$ cat config.mk
export PLATFORM = sky130hd
export DESIGN_NAME = zx_io_master
export DESIGN_NICKNAME = d
export VERILOG_FILES = /design/src/rtl/zx_io_master.sv
export SDC_FILE = /design/constraint.sdc
export NUM_CORES = 1
export LEC_CHECK = 0
export BUFFER_PORTS_ARGS = -buffer_cell sky130_fd_sc_hd__buf_2
export CORE_MARGIN = 2
export CORE_UTILIZATION = 52
export CTS_CLUSTER_SIZE = 8
export DETAILED_ROUTE_END_ITERATION = 6
export HOLD_SLACK_MARGIN = 0.06
export PLACE_DENSITY = 0.82
export SLEW_MARGIN = 25
export SYNTH_ARGS = -nofsm -noshare
export SYNTH_HDL_FRONTEND = slang
export SYNTH_SLANG_ARGS = --single-unit
$ cat constraint.sdc
create_clock -name clk32 -period 3.1 [get_ports clk32]
set_clock_uncertainty 0.2 [all_clocks]
set_input_delay 0.155 -clock clk32 [delete_from_list [all_inputs] [get_ports clk32]]
set_output_delay 0.155 -clock clk32 [all_outputs]
set_load 0.02 [all_outputs]
$ cat src/rtl/zx_io_master.sv
// zx_io_master: Z80-style I/O bus initiator.
// Turns single-beat requests into full Z80 IN/OUT cycles
// (T1, T2, TW..., T3, REC) on a ZX edge-connector bus.
// Each T-state lasts TCYC clk32 cycles. Every bus-facing output is a flop,
// so strobes and address never glitch.
module zx_io_master #(
  parameter int TCYC     = 9,    // clk32 cycles per T-state, 4..63
  parameter int WAIT_MAX = 255   // max extra TW states before timeout, 1..255
) (
  input  logic        clk32,
  input  logic        rst_n,
  // requester side
  input  logic        req_valid,
  output logic        req_ready,
  input  logic        req_wr,
  input  logic [15:0] req_addr,
  input  logic [7:0]  req_wdata,
  output logic        rsp_valid,
  output logic [7:0]  rsp_rdata,
  output logic        rsp_timeout,
  // bus side
  output logic [15:0] a,
  output logic [7:0]  d_out,
  output logic        d_oe,
  input  logic [7:0]  d_in,
  output logic        n_iorq,
  output logic        n_rd,
  output logic        n_wr,
  output logic        n_mreq,
  output logic        n_m1,
  input  logic        n_wait
);

  // Strobes stay low for the first ceil(TCYC/2) cycles of T3.
  localparam int          HALF  = (TCYC + 1) / 2;
  localparam logic [5:0]  TLAST = 6'(TCYC - 1);
  localparam logic [5:0]  SLAST = 6'(HALF - 1);
  localparam logic [7:0]  WMAX  = 8'(WAIT_MAX);

  typedef enum logic [2:0] {
    S_IDLE, S_T1, S_T2, S_TW, S_T3, S_REC
  } state_t;

  state_t      state;
  logic [5:0]  tcnt;       // position inside the current T-state
  logic [7:0]  wcnt;       // extra TW states inserted so far
  logic        wr_q;       // captured direction
  logic        tmo_q;      // wait limit hit during this cycle
  logic [7:0]  rdata_q;    // read data captured in T3
  logic [1:0]  wait_sync;  // n_wait synchronizer, [1] is the safe copy
  logic        t_last;
  logic        nw_s;

  assign t_last = (tcnt == TLAST);
  assign nw_s   = wait_sync[1];

  // Memory cycles are never issued; the card's I/O decode relies on these.
  assign n_mreq = 1'b1;
  assign n_m1   = 1'b1;

  // Two-flop synchronizer for the asynchronous wait line (idles released).
  always_ff @(posedge clk32 or negedge rst_n) begin
    if (!rst_n) wait_sync <= 2'b11;
    else        wait_sync <= {wait_sync[0], n_wait};
  end

  // T-state counter: free-runs 0..TCYC-1 whenever a bus cycle is active.
  always_ff @(posedge clk32 or negedge rst_n) begin
    if (!rst_n)                         tcnt <= '0;
    else if (state == S_IDLE || t_last) tcnt <= '0;
    else                                tcnt <= tcnt + 6'd1;
  end

  // Bus cycle sequencer with registered strobes, address, data and response.
  always_ff @(posedge clk32 or negedge rst_n) begin
    if (!rst_n) begin
      state       <= S_IDLE;
      wcnt        <= '0;
      wr_q        <= 1'b0;
      tmo_q       <= 1'b0;
      rdata_q     <= 8'hFF;
      a           <= '0;
      d_out       <= '0;
      d_oe        <= 1'b0;
      n_iorq      <= 1'b1;
      n_rd        <= 1'b1;
      n_wr        <= 1'b1;
      req_ready   <= 1'b1;
      rsp_valid   <= 1'b0;
      rsp_rdata   <= 8'hFF;
      rsp_timeout <= 1'b0;
    end else begin
      rsp_valid <= 1'b0;
      case (state)
        S_IDLE: begin
          if (req_valid) begin
            state     <= S_T1;
            req_ready <= 1'b0;
            a         <= req_addr;
            wr_q      <= req_wr;
            wcnt      <= '0;
            tmo_q     <= 1'b0;
            if (req_wr) begin
              d_out <= req_wdata;
              d_oe  <= 1'b1;
            end
          end
        end
        S_T1: begin
          if (t_last) begin
            state  <= S_T2;
            n_iorq <= 1'b0;
            n_rd   <= wr_q;
            n_wr   <= ~wr_q;
          end
        end
        S_T2: begin
          // Z80 I/O always gets one automatic wait state.
          if (t_last) state <= S_TW;
        end
        S_TW: begin
          if (t_last) begin
            if (!nw_s && wcnt < WMAX) begin
              wcnt <= wcnt + 8'd1;
            end else begin
              state <= S_T3;
              tmo_q <= ~nw_s;
            end
          end
        end
        S_T3: begin
          if (tcnt == SLAST) begin
            n_iorq  <= 1'b1;
            n_rd    <= 1'b1;
            n_wr    <= 1'b1;
            if (!wr_q) rdata_q <= d_in;
          end
          if (t_last) begin
            state <= S_REC;
            d_oe  <= 1'b0;
          end
        end
        S_REC: begin
          if (t_last) begin
            state       <= S_IDLE;
            req_ready   <= 1'b1;
            rsp_valid   <= 1'b1;
            rsp_rdata   <= wr_q ? 8'hFF : rdata_q;
            rsp_timeout <= tmo_q;
          end
        end
        default: state <= S_IDLE;
      endcase
    end
  end

endmodule

==> metrics.txt, run 1 <==
mapped cell area=2945 µm²; critical path cell sequence=inv_1 -> ha_1 -> or3b_4 -> or4_4 -> or4_1 -> a21oi_1; Hold Crit Depth=3; total clock sinks=68; warnings from Yosys=0; layout cells sized above 1=36.32%; ANT nets after route=0; crit-path max cell delay=620 ps; largest net degree at the start of global routing=69; Post-synth EDFFs=0; area leader, netlist=dfrtp_1; Clock Latency Late Sink=350 ps; H-Tree Depth=3; Tightest Pin Transition=801.3 ps; reg-to-reg startpoint=tcnt[0]; DR iter-0 viols=142; count of different cell masters after synthesis=49; final wirelength=6409 µm; post-cts gate resize count=0; crit-path max FO=12; Fin Hold WS=94.12 ps; worst setup path class=flop to flop; Diodes inserted=0; Worst Reg2Reg Path Length in Cells=6; DR pass1 iterations=4; via count=2,371; crit path time final=2570 ps; slowest CP cell=or4_4; Initial Util=53.82%; post-layout util=70.92%; Die X-Extent=79.26 µm; main flop type after synthesis=dfrtp_1; Post-Syn Area per Cell=~11 µm²; vias per cell=between 5 and 6; PwrDens=around 800 nW/µm²; Placer Congestion=roughly 0.76; post-DP HPWL=3992 µm; TNS Setup=0 ps; hold path endpoint=d_oe; post-synthesis cell count=275; Req. time, crit path=3170 ps; Max-slew headroom=between 40% and 50%; HP Start=req_wr; Clock transition at path regs=70 ps; Core Rows=27; Design Area, Final=3881 µm²; Finish-stage setup viols=0; endpoints failing hold=0; Power, Total=3.125 mW; setup bufs post-CTS=0; vias in the first global route=2,295; Yosys top cell area share=39.08%; endpoint class of the critical path=flop; fill count=between 300 and 400; total congestion overflow=0; Top Family by Delay on Critical Path=simple AND/OR/NAND/NOR gates; nets@finish=between 400 and 500; DP Area=3364 µm²; Routed WL per cell=13.84 µm; CTS Buf Count=9; cts hold-fix bufs=34; Clock Path Buffers=2; Area Growth Syn to Fin=31.78%; Setup crit start kind=flop; worst reg2reg path endpoint=wcnt[5]; Crit path arrival time=2640 ps; VDD IR max=0.6063 mV; Max Cap Violations=0; TritonCTS clock tree=built; synthesis-stage register bit count=68; leakage power figure=1.888 nW; FMAX=389.1 MHz; final worst-path cycle share=between 80% and 90%; Die Y-Extent=79.26 µm; CTS Root Cell=clkbuf_8; all-layer global routing usage=22.31%; Hold/Removal Path Class=primary input to flop; Seq/Total Area, Yosys=approximately three fifths; Die Footprint=6282 µm²; top cells by area, synth=dfrtp_1 39%, dfstp_2 20%, nand2_1 7.3%; RSZ-0062 raised after global routing=no; status=finished clean; drc violations=0; worst reg2reg setup slack=530 ps; I/O Buffers=75; boundary pin count=about 80; ys async rst share=100.0%; antenna violations before repair=0; core area=5473 µm²; max-slew violation count=0; WP buf/inv=1; first-pass GRT wire length=10,570 µm
[where the power goes]
group          total [mW]  switching (mW)  leakage [nW]  internal (mW)
clock network       0.646           0.336        0.0885          0.310
registers            1.41           0.223         0.808           1.19
logic                1.07           0.627         0.992          0.441
[how the worst max path moves through the flow]
stage                     startpoint  cells after the start  slack (ps)       to
final                        tcnt[0]                      6         530  wcnt[5]
after global routing         tcnt[0]                      6         420  wcnt[5]
after CTS                    tcnt[0]                      6         530  wcnt[5]
after detailed placement     tcnt[0]                      6         550  wcnt[5]
after global placement       tcnt[0]                      6         610  wcnt[5]
after floorplan              tcnt[0]                      7         690  wcnt[3]
[layout make-up]
type	instances	area, µm²	area share, %
Timing Repair Buffer	113	745.7	19.21
Clock buffer	10	137.6	3.546
Multi-Input combinational cell	186	1110	28.59
Sequential cell	68	1729	44.55
Inverter	8	30.03	0.7737
Tap cell	72	90.09	2.321
Clock inverter	6	38.79	0.9994
[through the flow]
step           worst slack (ps)  instances
2_1_floorplan             689.6        276
3_3_place_gp              605.9        413
3_5_place_dp              553.9        413
4_1_cts                   532.8        463
5_1_grt                   424.7        463
6_report                  529.8        463
[cell families (layout without fill, tap and decap cells)]
kind of cell | Yosys count | in the layout | synth area share (%)
flip-flops | 68 | 68 | 58.71
XOR/XNOR | 4 | 4 | 1.190
AND/OR/NAND/NOR | 119 | 119 | 18.99
adder cells (fa/ha/maj) | 3 | 3 | 1.275
AO/OA/AOI/OAI | 40 | 40 | 9.134
buffers and inverters | 22 | 137 | 3.738
multiplexers | 18 | 18 | 6.839
other | 1 | 2 | 0.1273
[registers in the layout (all words and copies together), names as in the netlist]
signal / count
rdata_q: 8
d_oe: 1
wcnt: 8
wait_sync: 2
d_out: 8
rsp_valid: 1
n_iorq: 1
req_ready: 1
n_rd: 1
wr_q: 1
a: 16
state: 3
n_wr: 1
tcnt: 6
rsp_timeout: 1
tmo_q: 1
rsp_rdata: 8
[synth_stat cells, types with 2 or more instances]
master     number
dfstp_2        22
buf_4           2
a2bb2oi_1       2
nand3_1         6
or4_1           2
nor3_1          3
or2_2           2
o21ai_0         5
mux2_2         17
clkbuf_1        8
nand2_1        57
a21oi_1        14
nand2b_1        4
dfrtp_1        46
nand4_1         3
nor2b_1         2
buf_2           2
a21o_1          2
inv_1           8
nor2_1         29
o41ai_1         3
ha_1            3
o31ai_1         4
xnor2_1         2
o311ai_0        2
xor2_1          2
[layout by cell type, fill, tap and decap left out, types with 2 or more instances in the layout]
master	count
nand2_1	57
a2bb2oi_1	2
o31ai_1	4
nand4_1	3
nor3_1	3
xnor2_1	2
a21oi_1	14
ha_1	3
dfstp_2	22
o41ai_1	3
nor2_1	29
clkinvlp_4	2
clkbuf_8	10
dlygate4sd3_1	34
buf_2	75
a21o_1	2
mux2_2	17
dfrtp_1	46
or2_2	2
nand2b_1	4
o311ai_0	2
clkinv_2	3
buf_4	4
o21ai_0	5
or4_1	2
nand3_1	6
conb_1	2
xor2_1	2
inv_1	8
nor2b_1	2
[metal layers]
metal | wire length (µm) | up-vias | global-route usage (%)
met5 | 0 | - | 0
met4 | 91 | 0 | 8.793
met3 | 451 | 10 | 7.614
met2 | 3111 | 88 | 36.78
met1 | 2755 | 1116 | 27.01
li1 | - | 1157 | -
[worst register-to-register path, stage by stage, from the launching register on]
cell	delay, ps
dfrtp_1	410
inv_1	70
ha_1	150
or3b_4	410
or4_4	620
or4_1	490
a21oi_1	160
No activity file was read; power rests on OpenSTA's default activity.
==> run 2, diff against run 1 <==
--- a/config.mk
+++ b/config.mk
@@ -5,13 +5,14 @@
 export SDC_FILE = /design/constraint.sdc
 export NUM_CORES = 1
 export LEC_CHECK = 0
+export ABC_AREA = 1
 export BUFFER_PORTS_ARGS = -buffer_cell sky130_fd_sc_hd__buf_2
 export CORE_MARGIN = 2
-export CORE_UTILIZATION = 52
+export CORE_UTILIZATION = 48
 export CTS_CLUSTER_SIZE = 8
 export DETAILED_ROUTE_END_ITERATION = 6
 export HOLD_SLACK_MARGIN = 0.06
-export PLACE_DENSITY = 0.82
+export PLACE_DENSITY = 0.79
 export SLEW_MARGIN = 25
 export SYNTH_ARGS = -nofsm -noshare
 export SYNTH_HDL_FRONTEND = slang
==> constraint.sdc (replaced) <==
create_clock -name clk32 -period 2.27 [get_ports clk32]
set_clock_uncertainty 0.2 [all_clocks]
set_input_delay 0.1135 -clock clk32 [delete_from_list [all_inputs] [get_ports clk32]]
set_output_delay 0.1135 -clock clk32 [all_outputs]
set_load 0.02 [all_outputs]
==> metrics.txt, run 2 <==
status=finished clean; Max Cap Violations=0 (unchanged); Worst Reg2Reg Path Length in Cells=6 (unchanged); largest net degree at the start of global routing=41 (-41%); Largest Register=a; most frequent cells in the layout=141 x nand2_1, 75 x buf_2, 46 x dfrtp_1, 44 x dlygate4sd3_1; Crit path arrival time=2210 ps (-430 ps); worst setup path class=flop to flop; vias per cell=5.061 (-1.2%); boundary pin count=78 (unchanged); Die Y-Extent=84.81 µm (+7.0%); Diodes inserted=0 (unchanged); Die Footprint=7192 µm² (+14%); CTS Buf Count=9 (unchanged); Fin Hold WS=84.14 ps (-9.981 ps); core area=6350 µm² (+16%); drc violations=0 (unchanged); Clock transition at path regs=90 ps (+20 ps); Placer Congestion=0.8963 (+18%); worst reg2reg path endpoint=a[11]; Post-synth EDFFs=0 (unchanged); Max-slew headroom=54.18% (+7.6 points); antenna violations before repair=0 (unchanged); vias in the first global route=2,805 (+22%); slowest CP cell=dlygate4sd3_1; Sw Pwr=1.989 mW (+68%); leakage power figure=2.140 nW (+13%); endpoints failing hold=0 (unchanged); mapped cell area=3134 µm² (+6.4%); Tightest Pin Transition=687.3 ps (-114.0 ps); worst reg2reg setup slack=150 ps (-380 ps); via count=2,834 (+20%); ANT nets after route=0 (unchanged); proportion of synthesized area in mux cells=0% (-6.8 points); ys async rst share=100.0% (unchanged); worst setup margin=149.2 ps (-380.6 ps); switching share of power=41.60% (+3.6 points); H-Tree Depth=3 (unchanged); Compound-Gate Fraction of Synth Area=7.305% (-1.8 points); Seq pwr share=41.8% (-3.3 points); Logic pwr share=37.7% (+3.5 points); Pint=2.793 mW (+44%); crit-path max cell delay=570 ps (-50 ps); final wirelength=7647 µm (+19%); top cells by instance count after synthesis=141 x nand2_1, 46 x dfrtp_1, 23 x inv_1, 23 x nand3_1, 22 x dfstp_2; I/O Buffers=75 (unchanged); post-cts gate resize count=0 (unchanged); Routed WL per cell=13.66 µm (-1.4%); Hold/Removal Path Class=primary input to flop; PwrDens=1137 nW/µm² (+41%); nets@finish=518 (+22%); most frequent cell after synthesis=nand2_1; Die X-Extent=84.81 µm (+7.0%); reg-to-reg startpoint=state[0]; Seq/Total Area, Yosys=55.17% (-3.5 points); main flop type after synthesis=dfrtp_1; Yosys top cell area share=36.73% (-2.4 points); TritonCTS clock tree=built; worst setup path endpoint=a[11]; RSZ-0062 raised after global routing=no; FMAX=471.5 MHz (+21%); dominant combinational cell family by area after synthesis=simple AND/OR/NAND/NOR gates; CTS Root Cell=clkbuf_8; Core Rows=29 (+7.4%); post-synthesis xor/xnor area fraction=0.2794% (-0.91 points); total congestion overflow=0 (unchanged); post-synthesis cell count=356 (+29%); all-layer global routing usage=22.67% (+0.37 points); Setup crit start kind=flop; warnings from Yosys=0 (unchanged); crit-path max FO=13 (+1); count of different cell masters after synthesis=32 (-35%); max reg flops=16 (unchanged); Clock Latency Late Sink=340 ps (about the same); Post-Synth Simple-Gate Area=30.10% (+11 points); layout cells sized above 1=30.43% (-5.9 points); TNS Setup=0 ps (unchanged); area leader, netlist=dfrtp_1; VDD IR max=0.8845 mV (+46%); setup bufs post-CTS=0 (unchanged); DR pass1 iterations=4 (unchanged); Post-Place Setup Slack=449.9 ps (-103.9 ps); top cells by area, synth=dfrtp_1 37%, dfstp_2 18%, nand2_1 17%; Req. time, crit path=2360 ps (-810 ps); Area Growth Syn to Fin=34.17%; first-pass GRT wire length=12,760 µm (+21%); crit path time final=2121 ps (-449.4 ps); final worst-path cycle share=93.43% (+11 points); DR iter-0 viols=161 (+13%); synthesis-stage register bit count=68 (unchanged); HP Start=req_valid; max-slew violation count=0 (unchanged); endpoint class of the critical path=flop; CP startpoint=state[0]; Clock Path Buffers=2 (unchanged); Initial Util=49.36% (-4.5 points); Synth Area in Adders=1.198% (-0.077 points); total clock sinks=68 (unchanged); Post-Syn Area per Cell=8.804 µm² (-18%); Clock power frac=20.5% (-0.2 points); post-DP HPWL=4498 µm (+13%); critical path cell sequence=nor2_4 -> nand2_4 -> nor2_4 -> nand2_1 -> dlygate4sd3_1 -> nand2_1; commonest non-fill, non-tap cell in the layout=nand2_1; Finish-stage setup viols=0 (unchanged)
==> run 2: cell count changes after synthesis, moves of 5 or more <==
cell | previous run | this run
nand2_1 | 57 | 141
mux2_2 | 17 | 0
nand3_1 | 6 | 23
inv_1 | 8 | 23
nor2_1 | 29 | 14
o21ai_0 | 5 | 15
a21oi_1 | 14 | 5
o21ai_2 | 0 | 8
o21ai_1 | 0 | 7
clkbuf_1 | 8 | 3
nor2_4 | 0 | 5
==> run 2: logic make-up after synthesis <==
kind of cell,count (synthesis)
buffers and inverters,40
flip-flops,68
AND/OR/NAND/NOR,206
XOR/XNOR,1
other,1
adder cells (fa/ha/maj),3
AO/OA/AOI/OAI,37
==> run 2: how the worst min path moves through the flow <==
stage	endpoint	slack (ps)	depth (start not counted)
floorplan	a[0]	-380	0
global placement	wcnt[5]	-10	1
detailed placement	wcnt[0]	-2	1
CTS	tmo_q	80	6
global route	wr_q	100	4
finish	wr_q	80	4
==> run 2: power groups by stage <==
| stage | registers, mW | logic (mW) | clock network [mW] |
|---|---|---|---|
| 2_1_floorplan | 2.20 | 0.992 | 0 |
| 3_3_place_gp | 1.99 | 1.62 | 0 |
| 3_5_place_dp | 1.99 | 1.68 | 0 |
| 4_1_cts | 1.98 | 1.77 | 0.984 |
| 5_1_grt | 2.05 | 1.99 | 1.06 |
| 6_report | 2.00 | 1.80 | 0.980 |
==> run 2: final cells by class <==
class | count | area (µm²)
Fill cell | 449 | 2145
Multi-Input combinational cell | 249 | 1226
Inverter | 28 | 110.1
Clock inverter | 6 | 65.06
Timing Repair Buffer | 122 | 850.8
Clock buffer | 10 | 127.6
Tap cell | 77 | 96.34
Sequential cell | 68 | 1729
==> run 2: critical path, delay by kind of cell, from the launching register on <==
family | cells | cell delay, ps
flip-flops | 1 | 500
AND/OR/NAND/NOR | 5 | 800
buffers and inverters | 1 | 570
==> run 2: per-layer routing <==
layer  up-vias  GRT usage [%]  part of all wire, %
met3        21          4.130                  4.5
li1       1369              -                    -
met4         0          10.68                  2.6
met2        85          40.52                   54
met1      1359          26.23                   39
met5         -              0                    0
==> run 2: metrics by stage <==
stage	total power, mW	std cells	area (µm²)	utilization, %
6_report	4.782	560	4205	66.23
5_1_grt	5.100	560	4205	66.23
4_1_cts	4.730	560	4205	66.23
3_5_place_dp	3.673	500	3572	56.26
3_3_place_gp	3.607	500	3572	56.26
2_1_floorplan	3.188	357	3138	-
==> run 2: what timing repair did <==
action | CTS | global route
hold buffers | 44 | 0
endpoints found under the hold margin | 61 | 0
endpoints found under the setup margin | 0 | 0
==> run 3, diff against run 2 <==
--- a/config.mk
+++ b/config.mk
@@ -9,6 +9,7 @@
 export BUFFER_PORTS_ARGS = -buffer_cell sky130_fd_sc_hd__buf_2
 export CORE_MARGIN = 2
 export CORE_UTILIZATION = 48
+export CTS_BUF_LIST = sky130_fd_sc_hd__clkbuf_4 sky130_fd_sc_hd__clkbuf_8 sky130_fd_sc_hd__clkbuf_16
 export CTS_CLUSTER_SIZE = 8
 export DETAILED_ROUTE_END_ITERATION = 6
 export HOLD_SLACK_MARGIN = 0.06
==> metrics.txt, run 3 (synthesis results as in run 2) <==
vias per cell=5.064 (about the same); Hold Crit Depth=4 (unchanged); final wirelength=7717 µm (+0.92%); Max Cap Violations=0 (unchanged); Die X-Extent=84.81 µm (unchanged); first-pass GRT wire length=12,830 µm (+0.60%); PwrDens=1140 nW/µm² (+0.24%); Die Footprint=7192 µm² (unchanged); vias in the first global route=2,821 (+0.57%); all-layer global routing usage=22.86% (+0.19 points); Hold/Removal Path Class=primary input to flop; leakage power figure=2.143 nW (+0.16%); core area=6350 µm² (unchanged); CTS Buf Count=9 (unchanged); worst setup path class=flop to flop; largest net degree at the start of global routing=41 (unchanged); Area Growth Syn to Fin=34.29% (about the same); Core Rows=29 (unchanged); Placer Congestion=0.8963 (unchanged); via count=2,836 (+0.071%); most frequent cells in the layout=141 x nand2_1, 75 x buf_2, 46 x dfrtp_1, 44 x dlygate4sd3_1; worst reg2reg path endpoint=a[11]; I/O Buffers=75 (unchanged); drc violations=0 (unchanged); TNS Setup=0 ps (unchanged); met1 Track Usage GR=26.36% (+0.13 points); routing usage on met3=4.031% (-0.098 points); CP startpoint=state[0]; commonest non-fill, non-tap cell in the layout=nand2_1; total congestion overflow=0 (unchanged); max reg flops=16 (unchanged); FMAX=471.6 MHz (about the same); hold path endpoint=wr_q; DR iter-0 viols=181 (+12%); crit path time final=2120 ps (-0.3260 ps); Routed WL per cell=13.78 µm (+0.92%); Finish-stage setup viols=0 (unchanged); Post-Place Setup Slack=449.9 ps (unchanged); multi-input logic area=1226 µm² (unchanged); Crit path arrival time=2210 ps (about the same); setup bufs post-CTS=0 (unchanged); TritonCTS clock tree=built; Worst Reg2Reg Path Length in Cells=6 (unchanged); H-Tree Depth=3 (unchanged); placed insts=500 (unchanged); Design Area, Final=4209 µm² (about the same); nets@finish=518 (unchanged); status=finished clean; layout cells sized above 1=30.64% (+0.21 points); Max-slew headroom=53.66% (-0.52 points); CTS Root Cell=clkbuf_8; Most Crowded Layer GR=met2; worst setup margin=149.5 ps (+0.3260 ps); Clock Path Buffers=2 (unchanged); VDD IR max=0.8858 mV (+0.15%); non-filler cells, final=560 (unchanged); total clock sinks=68 (unchanged); Power, Total=4.798 mW (+0.33%); post-DP HPWL=4498 µm (unchanged); HP Start=req_valid; Req. time, crit path=2360 ps (about the same); Clock transition at path regs=90 ps (about the same); post-cts gate resize count=0 (unchanged); Initial Util=49.36% (unchanged); Seq. cell area=1729 µm² (unchanged); Tightest Pin Transition=695.2 ps (+7.859 ps); boundary pin count=78 (unchanged); Largest Register=a; fill count=448 (-0.22%); global-route met2 utilization=40.66% (+0.14 points); RSZ-0062 raised after global routing=no; Die Y-Extent=84.81 µm (unchanged); ANT nets after route=0 (unchanged); DR pass1 iterations=4 (unchanged); max-slew violation count=0 (unchanged); Clock Latency Late Sink=340 ps (about the same); endpoint class of the critical path=flop; endpoints failing hold=0 (unchanged); Setup crit start kind=flop; reg-to-reg startpoint=state[0]; antenna violations before repair=0 (unchanged); DP Area=3572 µm² (unchanged); final worst-path cycle share=93.41% (about the same); crit-path max FO=13 (unchanged); worst reg2reg setup slack=150 ps (about the same); Diodes inserted=0 (unchanged)
-- run 3: cell count changes in the layout (fill, tap and decap cells not counted) --
| cell | delta |
|---|---|
| clkbuf_4 | +1 |
| clkbuf_1 | -1 |
-- run 3: how the worst max path moves through the flow --
stage / slack [ps] / depth (start not counted) / end
floorplan: 610 / 10 / wcnt[5]
global placement: 530 / 6 / d_out[5]
detailed placement: 450 / 6 / d_out[1]
CTS: 230 / 6 / a[11]
global route: 60 / 6 / a[11]
finish: 150 / 6 / a[11]
-- run 3: per-layer routing --
layer	routed length [µm]	vias to the layer above
li1	-	1370
met1	3020	1347
met2	4104	96
met3	365	23
met4	227	0
met5	0	-
-- run 3: power breakdown --
group / total (mW) / switching, mW / internal, mW
clock: 0.994 / 0.477 / 0.517
sequential: 2.00 / 0.326 / 1.67
combinational: 1.80 / 1.19 / 0.614
-- run 3: repair_timing --
| action | CTS | global route |
|---|---|---|
| setup endpoints to repair | 0 | 0 |
| hold endpoints to repair | 61 | 0 |
| hold buffers | 44 | 0 |
-- run 3: cell type report --
class | count | share of cell area, %
sequential | 68 | 41.08
tap | 77 | 2.289
clock inverter | 6 | 1.546
clock buffer | 10 | 3.121
inverter | 28 | 2.616
multi-input combinational | 249 | 29.13
timing repair buffer | 122 | 20.21
-- run 3: critical path, cell delays in order (launching register included) --
cell	delay, ps
dfrtp_1	500
nor2_4	190
nand2_4	100
nor2_4	290
nand2_1	100
dlygate4sd3_1	570
nand2_1	120
-- run 3: through the flow --
stage,hold WS (ps),util [%]
6_report,84.75,66.29
5_1_grt,98.48,66.29
4_1_cts,84.93,66.29
3_5_place_dp,-1.746,56.26
3_3_place_gp,-11.04,56.26
2_1_floorplan,-382.1,-
